--- src/rtl/adder_arbiter.sv ---
// -----------------------------------------------------------------------------
// adder_arbiter
//   Shares one 16-bit ripple_adder (carry-in 0) between two requesters.
//   A round-robin grant picks a requester in IDLE. Its operands are latched
//   and held on the adder for ADD_CYCLES cycles, because the ripple chain is a
//   multicycle path. Sum/CO are then registered and offered on a single
//   response port with backpressure.
//
// Parameters
//   ADD_CYCLES   cycles operands are held on the adder before capture (1..8)
//
// Ports
//   Clk          clock, all state updates on the rising edge
//   Reset_n      asynchronous active-low reset
//   ReqN_Valid   requester N has an operation (N = 0, 1)
//   ReqN_A/B     requester N operands, sampled only in the handshake cycle
//   ReqN_Ready   requester N accepted this cycle (combinational from Valid)
//   Resp_Valid   result available (registered)
//   Resp_Ready   consumer takes the result
//   Resp_Id      requester that issued the result
//   Resp_Sum     A+B mod 2^16
//   Resp_CO      carry out of bit 15
//   Busy         high whenever the block is not idle (registered)
// -----------------------------------------------------------------------------

// Plain ripple-carry adder; the carry chain is treated as a multicycle path.
//   a, b  operands      ci  carry in
//   sum   a+b+ci        co  carry out of the top bit
module ripple_adder #(
  parameter int unsigned WIDTH = 16
) (
  input  logic [WIDTH-1:0] a,
  input  logic [WIDTH-1:0] b,
  input  logic             ci,
  output logic [WIDTH-1:0] sum,
  output logic             co
);

  logic [WIDTH:0] c;

  assign c[0] = ci;

  for (genvar i = 0; i < WIDTH; i++) begin : g_bit
    assign sum[i]  = a[i] ^ b[i] ^ c[i];
    assign c[i+1]  = (a[i] & b[i]) | (c[i] & (a[i] ^ b[i]));
  end

  assign co = c[WIDTH];

endmodule

module adder_arbiter #(
  parameter int unsigned ADD_CYCLES = 1
) (
  input  logic        Clk,
  input  logic        Reset_n,
  input  logic        Req0_Valid,
  input  logic [15:0] Req0_A,
  input  logic [15:0] Req0_B,
  output logic        Req0_Ready,
  input  logic        Req1_Valid,
  input  logic [15:0] Req1_A,
  input  logic [15:0] Req1_B,
  output logic        Req1_Ready,
  output logic        Resp_Valid,
  input  logic        Resp_Ready,
  output logic        Resp_Id,
  output logic [15:0] Resp_Sum,
  output logic        Resp_CO,
  output logic        Busy
);

  typedef enum logic [1:0] {
    IDLE = 2'd0,
    ADD  = 2'd1,
    RESP = 2'd2
  } state_t;

  localparam logic [2:0] CNT_LOAD = 3'(ADD_CYCLES - 1);

  state_t      state;
  logic [15:0] a_reg;
  logic [15:0] b_reg;
  logic [2:0]  cnt;
  logic        prio;
  logic [15:0] sum_reg;
  logic        co_reg;
  logic        id_reg;

  logic [15:0] add_sum;
  logic        add_co;
  logic        grant0;
  logic        grant1;
  logic        accept;
  logic        winner;

  // The adder only ever sees the latched operands, so its inputs are stable
  // for the whole ADD phase regardless of what the requesters drive.
  ripple_adder #(
    .WIDTH (16)
  ) u_adder (
    .a   (a_reg),
    .b   (b_reg),
    .ci  (1'b0),
    .sum (add_sum),
    .co  (add_co)
  );

  // A lone requester always wins; on contention prio names the winner.
  always_comb begin
    grant0 = 1'b0;
    grant1 = 1'b0;
    if (state == IDLE) begin
      grant0 = Req0_Valid & (~Req1_Valid | ~prio);
      grant1 = Req1_Valid & (~Req0_Valid |  prio);
    end
  end

  assign Req0_Ready = grant0;
  assign Req1_Ready = grant1;
  assign accept     = grant0 | grant1;
  assign winner     = grant1;

  always_ff @(posedge Clk or negedge Reset_n) begin
    if (!Reset_n) begin
      state   <= IDLE;
      a_reg   <= '0;
      b_reg   <= '0;
      cnt     <= '0;
      prio    <= 1'b0;
      sum_reg <= '0;
      co_reg  <= 1'b0;
      id_reg  <= 1'b0;
    end else begin
      case (state)
        IDLE: begin
          if (accept) begin
            a_reg  <= winner ? Req1_A : Req0_A;
            b_reg  <= winner ? Req1_B : Req0_B;
            id_reg <= winner;
            prio   <= ~winner;
            cnt    <= CNT_LOAD;
            state  <= ADD;
          end
        end
        ADD: begin
          if (cnt != 3'd0) begin
            cnt <= cnt - 3'd1;
          end else begin
            sum_reg <= add_sum;
            co_reg  <= add_co;
            state   <= RESP;
          end
        end
        RESP: begin
          if (Resp_Ready) begin
            state <= IDLE;
          end
        end
        default: state <= IDLE;
      endcase
    end
  end

  assign Resp_Valid = (state == RESP);
  assign Busy       = (state != IDLE);
  assign Resp_Id    = id_reg;
  assign Resp_Sum   = sum_reg;
  assign Resp_CO    = co_reg;

endmodule

--- config.mk ---
export PLATFORM = sky130hd
export DESIGN_NAME = adder_arbiter
export DESIGN_NICKNAME = d
export VERILOG_FILES = /design/src/rtl/adder_arbiter.sv
export SDC_FILE = /design/constraint.sdc
export NUM_CORES = 1
export LEC_CHECK = 0
export CELL_PAD_IN_SITES_DETAIL_PLACEMENT = 1
export CELL_PAD_IN_SITES_GLOBAL_PLACEMENT = 1
export CORE_ASPECT_RATIO = 1.5
export CORE_MARGIN = 2
export CORE_UTILIZATION = 35
export DETAILED_ROUTE_END_ITERATION = 12
export GPL_ROUTABILITY_DRIVEN = 0
export PLACE_DENSITY_LB_ADDON = 0.1
export REMOVE_ABC_BUFFERS = 1
export SETUP_SLACK_MARGIN = 0.5
export SYNTH_ARGS = -nofsm -noshare
export SYNTH_HDL_FRONTEND = slang
export SYNTH_SLANG_ARGS = --single-unit
--- constraint.sdc ---
create_clock -name Clk -period 14.7 [get_ports Clk]
set_clock_uncertainty 0.05 [all_clocks]
set_input_delay 2.94 -clock Clk [delete_from_list [all_inputs] [get_ports Clk]]
set_output_delay 2.94 -clock Clk [all_outputs]
set_load 0.03 [all_outputs]
Yosys cells after proc, flatten, opt, wreduce, memory -nomap -nowiden
Cells that the tools add are included.
{"block": "op_classes", "eq_ne": 6, "n_reduce_logical": 8, "muxes": 11, "bitwise_logic": 87, "addsub": 1}
{"operator": "1-bit AND", "n": 33}
{"operator": "16-bit two-way mux", "n": 2}
{"operator": "1-bit bitwise XOR", "n": 31}
{"operator": "1-bit bitwise OR", "n": 18}
{"operator": "2-bit two-way mux", "n": 3}
{"operator": "3-bit two-way mux", "n": 2}
{"operator": "2-bit != test, second input constant", "n": 3}
{"operator": "2-bit one-hot mux with 3 select lines", "n": 1}
{"operator": "3-bit one-hot mux with 2 select lines", "n": 1}
{"operator": "3-bit AND reduction", "n": 2}
{"operator": "1-bit inverter", "n": 5}
{"operator": "2-bit AND reduction", "n": 2}
{"operator": "2-bit nonzero test", "n": 2}
{"operator": "3-bit nonzero test", "n": 1}
{"operator": "3-bit by 1-bit subtractor with 3-bit output, second input constant", "n": 1}
{"operator": "2-bit by 1-bit equality test with 1-bit output, second input constant", "n": 1}
{"operator": "2-bit equality test, second input constant", "n": 1}
{"operator": "2-bit zero test", "n": 1}
{"operator": "1-bit two-way mux", "n": 2}
{"operator": "2-bit by 1-bit != test with 1-bit output, second input constant", "n": 1}
{"block": "word_totals", "output_inout_bits": 22, "reg_bits": 56}

Longest topological paths before layout
Gate-level depths: netlist (run 1).
{"block": "depth", "ltp_word": 31, "mapped_depth": 20}

Cells and area by module
A second synthesis (run 1) with hierarchy kept.
{"block": "unflattened", "cells_unflattened": 245, "area_unflattened_um2": 2895.3}
{"mod": "adder_arbiter", "cells_each": 219, "instances": 1, "area_each_um2": 2537.4, "seq_area_each_um2": 1401.3}
{"mod": "ripple_adder", "cells_each": 26, "instances": 1, "area_each_um2": 357.8, "seq_area_each_um2": 0.0}

Worst setup path before layout (run 1)
No wires, ideal clock.
{"block": "synth_path", "path_kind": "reg2reg", "start": "register a_reg[0]", "end": "register sum_reg[15] (netlist: Resp_Sum[15])", "required_ns": 14.567, "stages_incl_launch_ff": 21, "path_slack_ns": 8.286, "t_arrival_ns": 6.282, "path_buffers": 0, "synth_period_minus_slack_ns": 6.414, "path_cell_list": "dfrtp_1 > ha_1 > inv_1 > fa_1 > inv_1 > fa_1 > fa_1 > fa_1 > fa_1 > fa_1 > fa_1 > fa_1 > fa_1 > fa_1 > fa_1 > fa_1 > fa_1 > fa_1 > inv_1 > fa_1 > o21ai_0"}
{"block": "synth_between", "elab_chain_len": 30}
{"element": "start, declared", "line_no": "82", "source": "logic [15:0] a_reg;"}
{"element": "start signal, assigned", "line_no": "138", "source": "a_reg <= winner ? Req1_A : Req0_A;"}
{"element": "1-bit AND (2 in series)", "line_no": "45", "source": "assign c[i+1] = (a[i] & b[i]) | (c[i] & (a[i] ^ b[i]));"}
{"element": "1-bit bitwise OR", "line_no": "45"}
{"element": "1-bit AND", "line_no": "45"}
{"element": "1-bit bitwise OR", "line_no": "45"}
{"element": "1-bit AND", "line_no": "45"}
{"element": "1-bit bitwise OR", "line_no": "45"}
{"element": "1-bit AND", "line_no": "45"}
{"element": "1-bit bitwise OR", "line_no": "45"}
{"element": "(+13 left out)"}
{"element": "1-bit bitwise OR", "line_no": "45"}
{"element": "1-bit AND", "line_no": "45"}
{"element": "1-bit bitwise OR", "line_no": "45"}
{"element": "1-bit AND", "line_no": "45"}
{"element": "1-bit bitwise OR", "line_no": "45"}
{"element": "1-bit AND", "line_no": "45"}
{"element": "1-bit bitwise OR", "line_no": "45"}
{"element": "1-bit bitwise XOR", "line_no": "44", "source": "assign sum[i] = a[i] ^ b[i] ^ c[i];"}
{"element": "end signal, assigned", "line_no": "150", "source": "sum_reg <= add_sum;"}
{"element": "end, declared", "line_no": "86", "source": "logic [15:0] sum_reg;"}
Every way passes these cells.
A chain may end at the register's enable or synchronous reset.

Final worst setup path (run 1)
{"block": "layout_path", "start": "input Req0_Valid", "end": "output Req1_Ready"}
{"block": "layout_between", "elab_chain_len": 4}
{"element": "start, declared", "line_no": "57", "source": "input logic Req0_Valid,"}
{"element": "1-bit inverter", "line_no": "115", "source": "grant1 = Req1_Valid & (~Req0_Valid | prio);"}
{"element": "1-bit bitwise OR", "line_no": "115"}
{"element": "1-bit AND", "line_no": "115"}
{"element": "1-bit two-way mux", "line_no": "113", "source": "if (state == IDLE) begin"}
{"element": "end, declared", "line_no": "64", "source": "output logic Req1_Ready,"}
Every way passes these cells.

==> metrics.md, run 1 <==
| Metric | Value |
|---|---|
| Asr flop ratio synth | 100% |
| Die X | 78.7 µm |
| CP peak stage delay | 0.77 ns |
| Post-Synthesis Cells | 291 |
| Synth Register Bits | 56 |
| Die area | 9120 µm² |
| Cts bufs inserted | 5 |
| DPL Wire Length | 5.15 mm |
| Crit end category | primary output |
| Largest net degree at the start of global routing | 57 |
| Setup TNS | 0 ns |
| Cell Chain, Critical Path | clkdlybuf4s50_1 > nand2b_1 > nand3_4 > inv_4 > clkdlybuf4s50_1 |
| Final Cycle Share | 56.2% |
| First-pass GRT wire length | 12.1 mm |
| Via count | 2290 |
| Post-synth cell types | 28 |
| Grt total ovfl | 0 |
| Vias in the first global route | 2518 |
| Final hold vios | 0 |
| Post-cts sizing count | 0 |
| Leading area contributor after synthesis | dfrtp_1 |
| Synth top area cells | dfrtp_1 48%, a21oi_2 12%, nand2_1 10% |
| Leakage power | 1.73 nW |
| Worst skew pair latency | 0.30 ns |
| Bufs on Longest Clock Path | 2 |
| Min-delay worst type | flop to flop |
| Slowest CP cell | clkdlybuf4s50_1 |
| Max-slew violation count | 0 |
| Placed cell count | 473 |
| DRC errors left | 0 |
| Via density | 4.77 |
| EDFF count, synth | 0 |
| Post-synth top cells | 81 x nand2_1, 56 x dfrtp_1, 40 x a21oi_2, 26 x nor2_1, 15 x fa_1 |
| Sequential element share of the synthesized area | 47.9% |
| Wirelength, routed | 7.23 mm |
| CTS tree | built |
| R2R Setup Slk | 7.79 ns |
| CTS clk-pin slew, worst paths | 0.07 ns |
| Max Cap Viol | 0 |
| Most frequent CP cell | clkdlybuf4s50_1 |
| Post-CTS Setup Repair Bufs | 0 |
| Cts hold-fix bufs | 0 |
| Worst Path Max Fanout | 34 |
| Worst EP arrival | 5.28 ns |
| Syn Area/Cell | 10.1 µm² |
| RSZ-0062 raised after global routing | no |
| Tightest Pin Transition | 1.16 ns |
| Outcome | complete, no violations |
| Num rows | 40 |
| DR WL/cell | 15.1 µm |
| PD cells | 218 nW/µm² |
| Worst path buffer plus inverter count | 3 |
| Nets | 462 |
| TritonRoute pass-1 iters | 4 |
| Share of the synthesized area in the top cell type | 47.9% |
| Dominant synthesized flop cell | dfrtp_1 |
| Antenna fix cells | 0 |
| I/O pin count | 91 |
| Worst VDD drop | 0.0000859 V |
| # clock sinks | 56 |
| I/O Buffers | 90 |
| Crit path kind | input port to primary output |
| CP top delay family | buffers and inverters |
| Htree depth | 2 |
| GRT Overall Usage | 17.4% |
| Max Freq | 0.121 GHz |
| Share of layout cells above drive strength 1 | 14.7% |
| Critical Path RT | 11.71 ns |
| Finished Layout Cells | 480 |
| DRT antenna net count | 0 |
| Endpoints failing setup | 0 |
| Area grow syn2layout | 37.0% |
| Slew HR | 22.3% |
| Iteration-0 DRC Markers | 67 |
| Initial antenna violation count | 0 |
| Final core utilization | 49.8% |
| Die Y | 116 µm |
| Min Clock Period, post-route | 8.27 ns |
| Root buffer cell | clkbuf_16 |
| CP startpoint kind | input port |
| Synth warn | 0 |
| Most frequent cell after synthesis | nand2_1 |
| Post-Syn Area | 2930 µm² |
| Total Power | 0.000876 W |
| Initial Utilization | 36.3% |
| Core area | 8060 µm² |
area by class of cell:
class                           count  area, µm²
Sequential cell                    56       1400
Multi-Input combinational cell    208       1390
Fill cell                         909       4050
Clock inverter                      1       5.00
Inverter                           13       51.3
Tap cell                          105        131
Clock buffer                        6        129
Timing Repair Buffer               91        903
final timing paths:
kind | start | end | depth (start not counted)
worst max-delay path | Req0_Valid | Req1_Ready | 5
worst min-delay path | Resp_Sum[3] | Resp_Sum[3] | 2
worst max register to register | a_reg[0] | Resp_Sum[15] | 20
worst min register to register | Resp_Sum[3] | Resp_Sum[3] | 2
max in group asynchronous | Reset_n | a_reg[4] | 2
min in group asynchronous | Reset_n | Resp_Sum[13] | 2
per-layer routing:
| metal | GRT usage (%) | vias up | part of all wire, % |
|---|---|---|---|
| met1 | 19.7 | 1124 | 41 |
| met3 | 3.97 | 7 | 3.8 |
| met4 | 5.96 | 0 | 1.5 |
| li1 | - | 1109 | - |
| met5 | 0 | - | 0 |
| met2 | 32.0 | 50 | 53 |
placed cells by master (no fill, tap or decap):
master and instances:
nand3b_1 1, ha_1 3, buf_4 1, nor2_1 26, inv_4 1, o21ai_0 6, nor3b_1 1, and3_1 1
a21oi_2 40, a22oi_1 8, clkinv_2 1, dfrtp_1 56, nand3_1 1, nor2_4 2, o21ai_4 1, a21o_1 1
a21oi_1 10, clkbuf_1 1, nor2b_1 1, nand2b_1 3, nor3b_2 1, nand2_1 81, mux2i_1 1, buf_2 1
clkbuf_16 5, fa_1 15, nand3_4 1, o22ai_1 1, inv_1 11, clkdlybuf4s50_1 89, o21ai_1 3, inv_2 1
through the flow:
| stage | cell area [µm²] | hold slack (ns) | setup slack [ns] |
|---|---|---|---|
| 6_report | 4010 | 0.426 | 6.43 |
| 5_1_grt | 4010 | 0.453 | 6.30 |
| 4_1_cts | 4010 | 0.432 | 6.41 |
| 3_5_place_dp | 3880 | 0.415 | 6.43 |
| 3_3_place_gp | 3880 | 0.411 | 6.47 |
| 2_1_floorplan | 2830 | 0.403 | 8.05 |
power by group:
part	total, W	switching [W]	leakage [nW]	internal (W)
clock	0.000115	0.0000533	0.0667	0.0000621
sequential	0.000284	0.0000531	0.662	0.000231
combinational	0.000476	0.000280	1.00	0.000196
worst min-delay path: stages (launching register included):
cell and delay, ns:
dfrtp_1 0.34, nand2_1 0.05, nand2_1 0.05
cells by family (layout without fill, tap and decap cells):
group	after synthesis	in the layout	synth area share, %
buffers and inverters	27	111	5.04
adder cells (fa/ha/maj)	18	18	11.5
flip-flops	56	56	47.9
multiplexers	1	1	0.342
AO/OA/AOI/OAI	70	70	17.9
AND/OR/NAND/NOR	119	119	17.3
Power figures use the tool's default switching activity.
==> inputs of run 2 (changes only) <==
==> constraint.sdc (replaced) <==
create_clock -name Clk -period 8 [get_ports Clk]
set_clock_uncertainty 0.05 [all_clocks]
set_input_delay 1.6 -clock Clk [delete_from_list [all_inputs] [get_ports Clk]]
set_output_delay 1.6 -clock Clk [all_outputs]
set_load 0.03 [all_outputs]
==> run 2 against run 1 <==
Against the previous run: non-clock buffer count stayed put; clock-buffer cell count is 1 higher; critical path depth is 15 higher; sequential share of layout area is 0.16 points lower; cell count stayed put; register-to-register slack worse by 6.6 ns; cell area is 0.47% higher; total power is 84% higher; sequential power is 84% higher.
==> metrics.md, run 2 (synthesis results as in run 1) <==
| Metric | Value |
|---|---|
| Max Freq | 0.147 GHz |
| Antenna fix cells | 0 (unchanged) |
| Clk network pwr share | 14.0% (+0.8 points) |
| Max Cap Viol | 0 (unchanged) |
| Finished Layout Cells | 480 (unchanged) |
| Placed cell count | 473 (unchanged) |
| Flop pwr share | 32.5% (about the same) |
| I/O Buffers | 90 (unchanged) |
| Worst VDD drop | 0.000214 V (+150%) |
| Switching share of power | 43.4% (-0.75 points) |
| Total Power | 0.00161 W (+84%) |
| Register Area | 1400 µm² (unchanged) |
| CP peak stage delay | 0.42 ns (-0.35 ns) |
| Commonest non-fill, non-tap cells in the layout | 89 x clkdlybuf4s50_1, 81 x nand2_1, 56 x dfrtp_1 |
| Fillers | 905 (-0.44%) |
| Comb power frac | 53.5% (-0.8 points) |
| PD cells | 399 nW/µm² (+83%) |
| Die Y | 116 µm (unchanged) |
| Min Clock Period, post-route | 6.80 ns |
| Cts bufs inserted | 5 (unchanged) |
| Via count | 2304 (+0.61%) |
| Grt total ovfl | 0 (unchanged) |
| Nets | 462 (unchanged) |
| Crit end category | flop |
| RSZ-0062 raised after global routing | no |
| Worst EP arrival | 6.93 ns (+1.65 ns) |
| Initial antenna violation count | 0 (unchanged) |
| Root buffer cell | clkbuf_16 |
| Min-delay worst type | flop to flop |
| Wirelength, routed | 7.07 mm (-2.2%) |
| GRT Overall Usage | 16.7% (-0.69 points) |
| TritonRoute pass-1 iters | 4 (unchanged) |
| DR WL/cell | 14.7 µm (-2.2%) |
| Leakage power | 1.74 nW (+0.54%) |
| Vias in the first global route | 2578 (+2.4%) |
| Slew HR | 23.0% (+0.75 points) |
| Crit path kind | flop to flop |
| FF-to-FF Start | a_reg[0] |
| Setup TNS | 0 ns (unchanged) |
| Endpoints failing setup | 0 (unchanged) |
| Worst skew pair latency | 0.28 ns (-0.02 ns) |
| Post-CTS Setup Repair Bufs | 0 (unchanged) |
| First-pass GRT wire length | 11.8 mm (-1.9%) |
| Critical Path RT | 8.13 ns (-3.58 ns) |
| Final hold vios | 0 (unchanged) |
| Die X | 78.7 µm (unchanged) |
| DRC errors left | 0 (unchanged) |
| Most frequent CP cell | fa_1 |
| Multi-input logic area | 1390 µm² (unchanged) |
| DPL Wire Length | 5.14 mm (-0.22%) |
| Tightest Pin Transition | 1.15 ns (-0.0113 ns) |
| I/O pin count | 91 (unchanged) |
| Die area | 9120 µm² (unchanged) |
| Largest net degree at the start of global routing | 57 (unchanged) |
| DRT antenna net count | 0 (unchanged) |
| CP startpoint kind | flop |
| Outcome | complete, no violations |
| Commonest non-fill, non-tap cell in the layout | clkdlybuf4s50_1 |
| NetSw | 0.000698 W (+81%) |
| Post-cts sizing count | 0 (unchanged) |
| Num rows | 40 (unchanged) |
| Worst Path Max Fanout | 2 (-94%) |
| Slowest CP cell | fa_1 |
| Area grow syn2layout | 37.7% |
| CTS tree | built |
| Iteration-0 DRC Markers | 80 (+19%) |
| CTS clk-pin slew, worst paths | 0.07 ns (about the same) |
| Core area | 8060 µm² (unchanged) |
| Cts hold-fix bufs | 0 (unchanged) |
| Final Cycle Share | 84.9% |
| Internal power of the cells | 0.000911 W (+86%) |
| CP Launch Point | a_reg[0] |
| Max-slew violation count | 0 (unchanged) |
| Htree depth | 2 (unchanged) |
| Via density | 4.80 (+0.61%) |
| # clock sinks | 56 (unchanged) |
| Initial Utilization | 36.3% (unchanged) |
| Bufs on Longest Clock Path | 2 (unchanged) |
| Share of layout cells above drive strength 1 | 14.9% (+0.27 points) |
| HP Start | Resp_Sum[0] |
| Cell Chain, Critical Path | ha_1 > inv_1 > fa_1 > inv_1 > fa_1 > fa_1 > fa_1 > fa_1 > fa_1 > fa_1 > fa_1 > fa_1 > fa_1 > fa_1 > fa_1 > fa_1 > fa_1 > inv_1 > fa_1 > o21ai_0 |
[run 2: area by class of cell]
cell class / instances / share of cell area, %
Sequential cell: 56 / 34.8
Multi-Input combinational cell: 208 / 34.5
Timing Repair Buffer: 91 / 22.4
Clock buffer: 7 / 3.79
Tap cell: 105 / 3.26
Inverter: 13 / 1.27
[run 2: critical path, delay by kind of cell (launching register included)]
family | cells | cell delay, ns
flip-flops | 1 | 0.38
buffers and inverters | 3 | 0.20
AO/OA/AOI/OAI | 1 | 0.16
adder cells (fa/ha/maj) | 16 | 5.88
[run 2: stage by stage]
step / hold slack (ns) / worst slack, ns / instance area, µm² / util, %
5_1_grt: 0.454 / 0.938 / 4030 / 50.0
6_report: 0.427 / 1.20 / 4030 / 50.0
3_5_place_dp: 0.415 / 1.17 / 3880 / 48.1
3_3_place_gp: 0.408 / 1.32 / 3880 / 48.1
2_1_floorplan: 0.403 / 1.57 / 2830 / -
4_1_cts: 0.432 / 1.16 / 4030 / 50.0
[run 2: path summary, 6_finish.rpt]
check                                to  slack, ns  cells past startpoint
max reg2reg                Resp_Sum[15]       1.20                     20
max                        Resp_Sum[15]       1.20                     20
min in group asynchronous     b_reg[15]       1.40                      2
min                         Resp_Sum[0]       0.43                      2
min reg2reg                 Resp_Sum[0]       0.43                      2
max in group asynchronous      a_reg[5]       6.02                      2
[run 2: per-layer routing]
layer	share of wire (%)	wire, µm	global-route usage (%)
met1	39	2760	18.2
met2	56	3980	32.5
met3	3.4	238	2.80
met4	1.3	92	5.15
met5	0	0	0
[run 2: power by group through the flow]
stage	combinational, W	clock [W]	sequential [W]
2_1_floorplan	0.000508	0	0.000593
3_3_place_gp	0.000853	0	0.000528
3_5_place_dp	0.000881	0	0.000534
4_1_cts	0.000885	0.000231	0.000529
5_1_grt	0.000971	0.000241	0.000544
6_report	0.000861	0.000225	0.000523
==> inputs of run 3 (changes only) <==
--- a/config.mk
+++ b/config.mk
@@ -9,7 +9,7 @@
 export CELL_PAD_IN_SITES_GLOBAL_PLACEMENT = 1
 export CORE_ASPECT_RATIO = 1.5
 export CORE_MARGIN = 2
-export CORE_UTILIZATION = 35
+export CORE_UTILIZATION = 32
 export DETAILED_ROUTE_END_ITERATION = 12
 export GPL_ROUTABILITY_DRIVEN = 0
 export PLACE_DENSITY_LB_ADDON = 0.1
==> constraint.sdc (replaced) <==
create_clock -name Clk -period 5.6 [get_ports Clk]
set_clock_uncertainty 0.05 [all_clocks]
set_input_delay 1.12 -clock Clk [delete_from_list [all_inputs] [get_ports Clk]]
set_output_delay 1.12 -clock Clk [all_outputs]
set_load 0.03 [all_outputs]
==> run 3 against run 2 <==
Against the previous run: the flow now finishes with violations (negative setup slack); routed wire length increased by 3.5%; clock power increased by 40%; cell area grew 1.8%; utilization decreased by 3.8 points; sequential cell count stayed put; total power is 47% higher; register-to-register slack got worse by 1.9 ns; die area grew 9.0%; non-clock buffer count up 4; maximum frequency is 8.7% higher; sequential power rose by 45%; first-iteration DRC count grew 8.8%; critical path type unchanged.
==> metrics.md, run 3 (synthesis results as in run 1) <==
| Metric | Value |
|---|---|
| Outcome | finished with violations |
| Failing checks | negative setup slack |
| Num rows | 42 (+5.0%) |
| Register Area | 1400 µm² (unchanged) |
| Min-delay worst type | flop to flop |
| CP startpoint kind | flop |
| CTS clk-pin slew, worst paths | 0.07 ns (about the same) |
| Leakage power | 1.75 nW (+0.42%) |
| Iteration-0 DRC Markers | 87 (+8.8%) |
| PD cells | 577 nW/µm² (+45%) |
| Die X | 82.1 µm (+4.4%) |
| Placed inst area | 3910 µm² (+0.74%) |
| Commonest non-fill, non-tap cells in the layout | 89 x clkdlybuf4s50_1, 81 x nand2_1, 56 x dfrtp_1 |
| Max Cap Viol | 0 (unchanged) |
| Bufs on Longest Clock Path | 2 (unchanged) |
| Slew HR | 24.0% (+0.93 points) |
| DR WL/cell | 14.9 µm (+1.4%) |
| Vias in the first global route | 2512 (-2.6%) |
| Critical Path RT | 5.75 ns (-2.38 ns) |
| Max Freq | 0.160 GHz (+8.7%) |
| Via count | 2318 (+0.61%) |
| Pre-CTS setup slack | -1.23 ns (-2.41 ns) |
| Grt total ovfl | 0 (unchanged) |
| Post-route cell area | 4100 µm² (+1.8%) |
| Setup TNS | -1.35 ns (-1.35 ns) |
| First-pass GRT wire length | 11.9 mm (+0.58%) |
| Final core utilization | 46.2% (-3.8 points) |
| Max-slew violation count | 0 (unchanged) |
| Worst EP arrival | 6.40 ns (-0.53 ns) |
| Min Clock Period, post-route | 6.25 ns (-0.543 ns) |
| Share of layout cells above drive strength 1 | 21.1% (+6.1 points) |
| Wirelength, routed | 7.32 mm (+3.5%) |
| Die area | 9940 µm² (+9.0%) |
| Largest net degree at the start of global routing | 57 (unchanged) |
| Fillers | 1001 (+11%) |
| Root buffer cell | clkbuf_16 |
| Multi-input logic area | 1430 µm² (+2.9%) |
| I/O Buffers | 90 (unchanged) |
| DRC errors left | 0 (unchanged) |
| Area grow syn2layout | 40.1% |
| Commonest non-fill, non-tap cell in the layout | clkdlybuf4s50_1 |
| Final Cycle Share | 112% (+27 points) |
| Worst VDD drop | 0.000371 V (+74%) |
| DRT antenna net count | 0 (unchanged) |
| Nets | 466 (+0.87%) |
| GRT Overall Usage | 16.1% (-0.64 points) |
| Final hold vios | 0 (unchanged) |
| TritonRoute pass-1 iters | 4 (unchanged) |
| Core area | 8880 µm² (+10%) |
| Initial Utilization | 33.0% (-3.4 points) |
| RSZ-0062 raised after global routing | yes |
| CTS tree | built |
| Via density | 4.73 (-1.4%) |
| Final WS setup | -0.652 ns (-1.86 ns) |
| Cts bufs inserted | 5 (unchanged) |
| I/O pin count | 91 (unchanged) |
| Initial antenna violation count | 0 (unchanged) |
| Htree depth | 2 (unchanged) |
| Endpoints failing setup | 3 (+3) |
| Tightest Pin Transition | 1.14 ns (-0.0139 ns) |
| DPL Wire Length | 5.26 mm (+2.4%) |
| Hold Slack | 0.431 ns (+0.00432 ns) |
| # clock sinks | 56 (unchanged) |
| Crit end category | flop |
| Worst skew pair latency | 0.29 ns (about the same) |
| Worst Path Max Fanout | 2 (unchanged) |
| Crit path kind | flop to flop |
| Die Y | 121 µm (+4.4%) |
| Antenna fix cells | 0 (unchanged) |
[run 3: cell count changes in the layout (fill, tap and decap cells not counted), sizes merged]
cell | previous run | this run
buf | 2 | 6
clkbuf | 7 | 6
clkinv | 0 | 2
[run 3: through the flow]
| stage | total power (W) | cells |
|---|---|---|
| 2_1_floorplan | 0.00157 | 277 |
| 3_3_place_gp | 0.00199 | 481 |
| 3_5_place_dp | 0.00204 | 481 |
| 4_1_cts | 0.00242 | 489 |
| 5_1_grt | 0.00260 | 490 |
| 6_report | 0.00237 | 490 |
[run 3: what timing repair did]
item                       in CTS  in global routing
hold buffers                    0                  0
pin swaps                       4                  3
setup buffers                   0                  1
resized for setup              21                  0
setup endpoints to repair       6                  5
[run 3: worst paths after layout]
check,to,slack (ns),depth (start not counted),from
worst max register to register,Resp_Sum[15],-0.65,20,a_reg[0]
worst max-delay path,Resp_Sum[15],-0.65,20,a_reg[0]
max in group asynchronous,b_reg[6],4.11,2,Reset_n
min in group asynchronous,b_reg[15],0.91,2,Reset_n
worst min register to register,Resp_Sum[0],0.43,2,Resp_Sum[0]
worst min-delay path,Resp_Sum[0],0.43,2,Resp_Sum[0]
[run 3: cell type report]
class | instances | share of cell area [%]
sequential | 56 | 34.2
clock buffer | 6 | 3.39
tap | 110 | 3.36
multi-input combinational | 208 | 34.8
inverter | 13 | 1.25
clock inverter | 2 | 0.244
timing repair buffer | 95 | 22.8
[run 3: metal layers]
metal	vias to the layer above	share of wire, %	global-route usage (%)	wire length, µm
met5	-	0	0	0
met4	0	2.1	6.15	153
met3	8	3.4	2.46	247
met2	55	56	30.5	4130
met1	1140	38	17.1	2790
li1	1115	-	-	-
[run 3: report_power, final]
group          total [W]  switching [W]  internal [W]
sequential      0.000756       0.000149      0.000607
clock           0.000316       0.000140      0.000177
combinational    0.00130       0.000744      0.000551
[run 3: critical path: stages, from the launching register on]
cell,delay (ns)
dfrtp_1,0.39
ha_2,0.19
inv_2,0.05
fa_2,0.18
inv_2,0.04
fa_2,0.33
fa_2,0.34
fa_2,0.35
fa_2,0.35
fa_2,0.40
fa_2,0.37
fa_2,0.37
fa_2,0.36
fa_2,0.35
fa_2,0.35
fa_2,0.36
fa_2,0.36
fa_2,0.34
inv_2,0.07
fa_2,0.43
o21ai_1,0.13
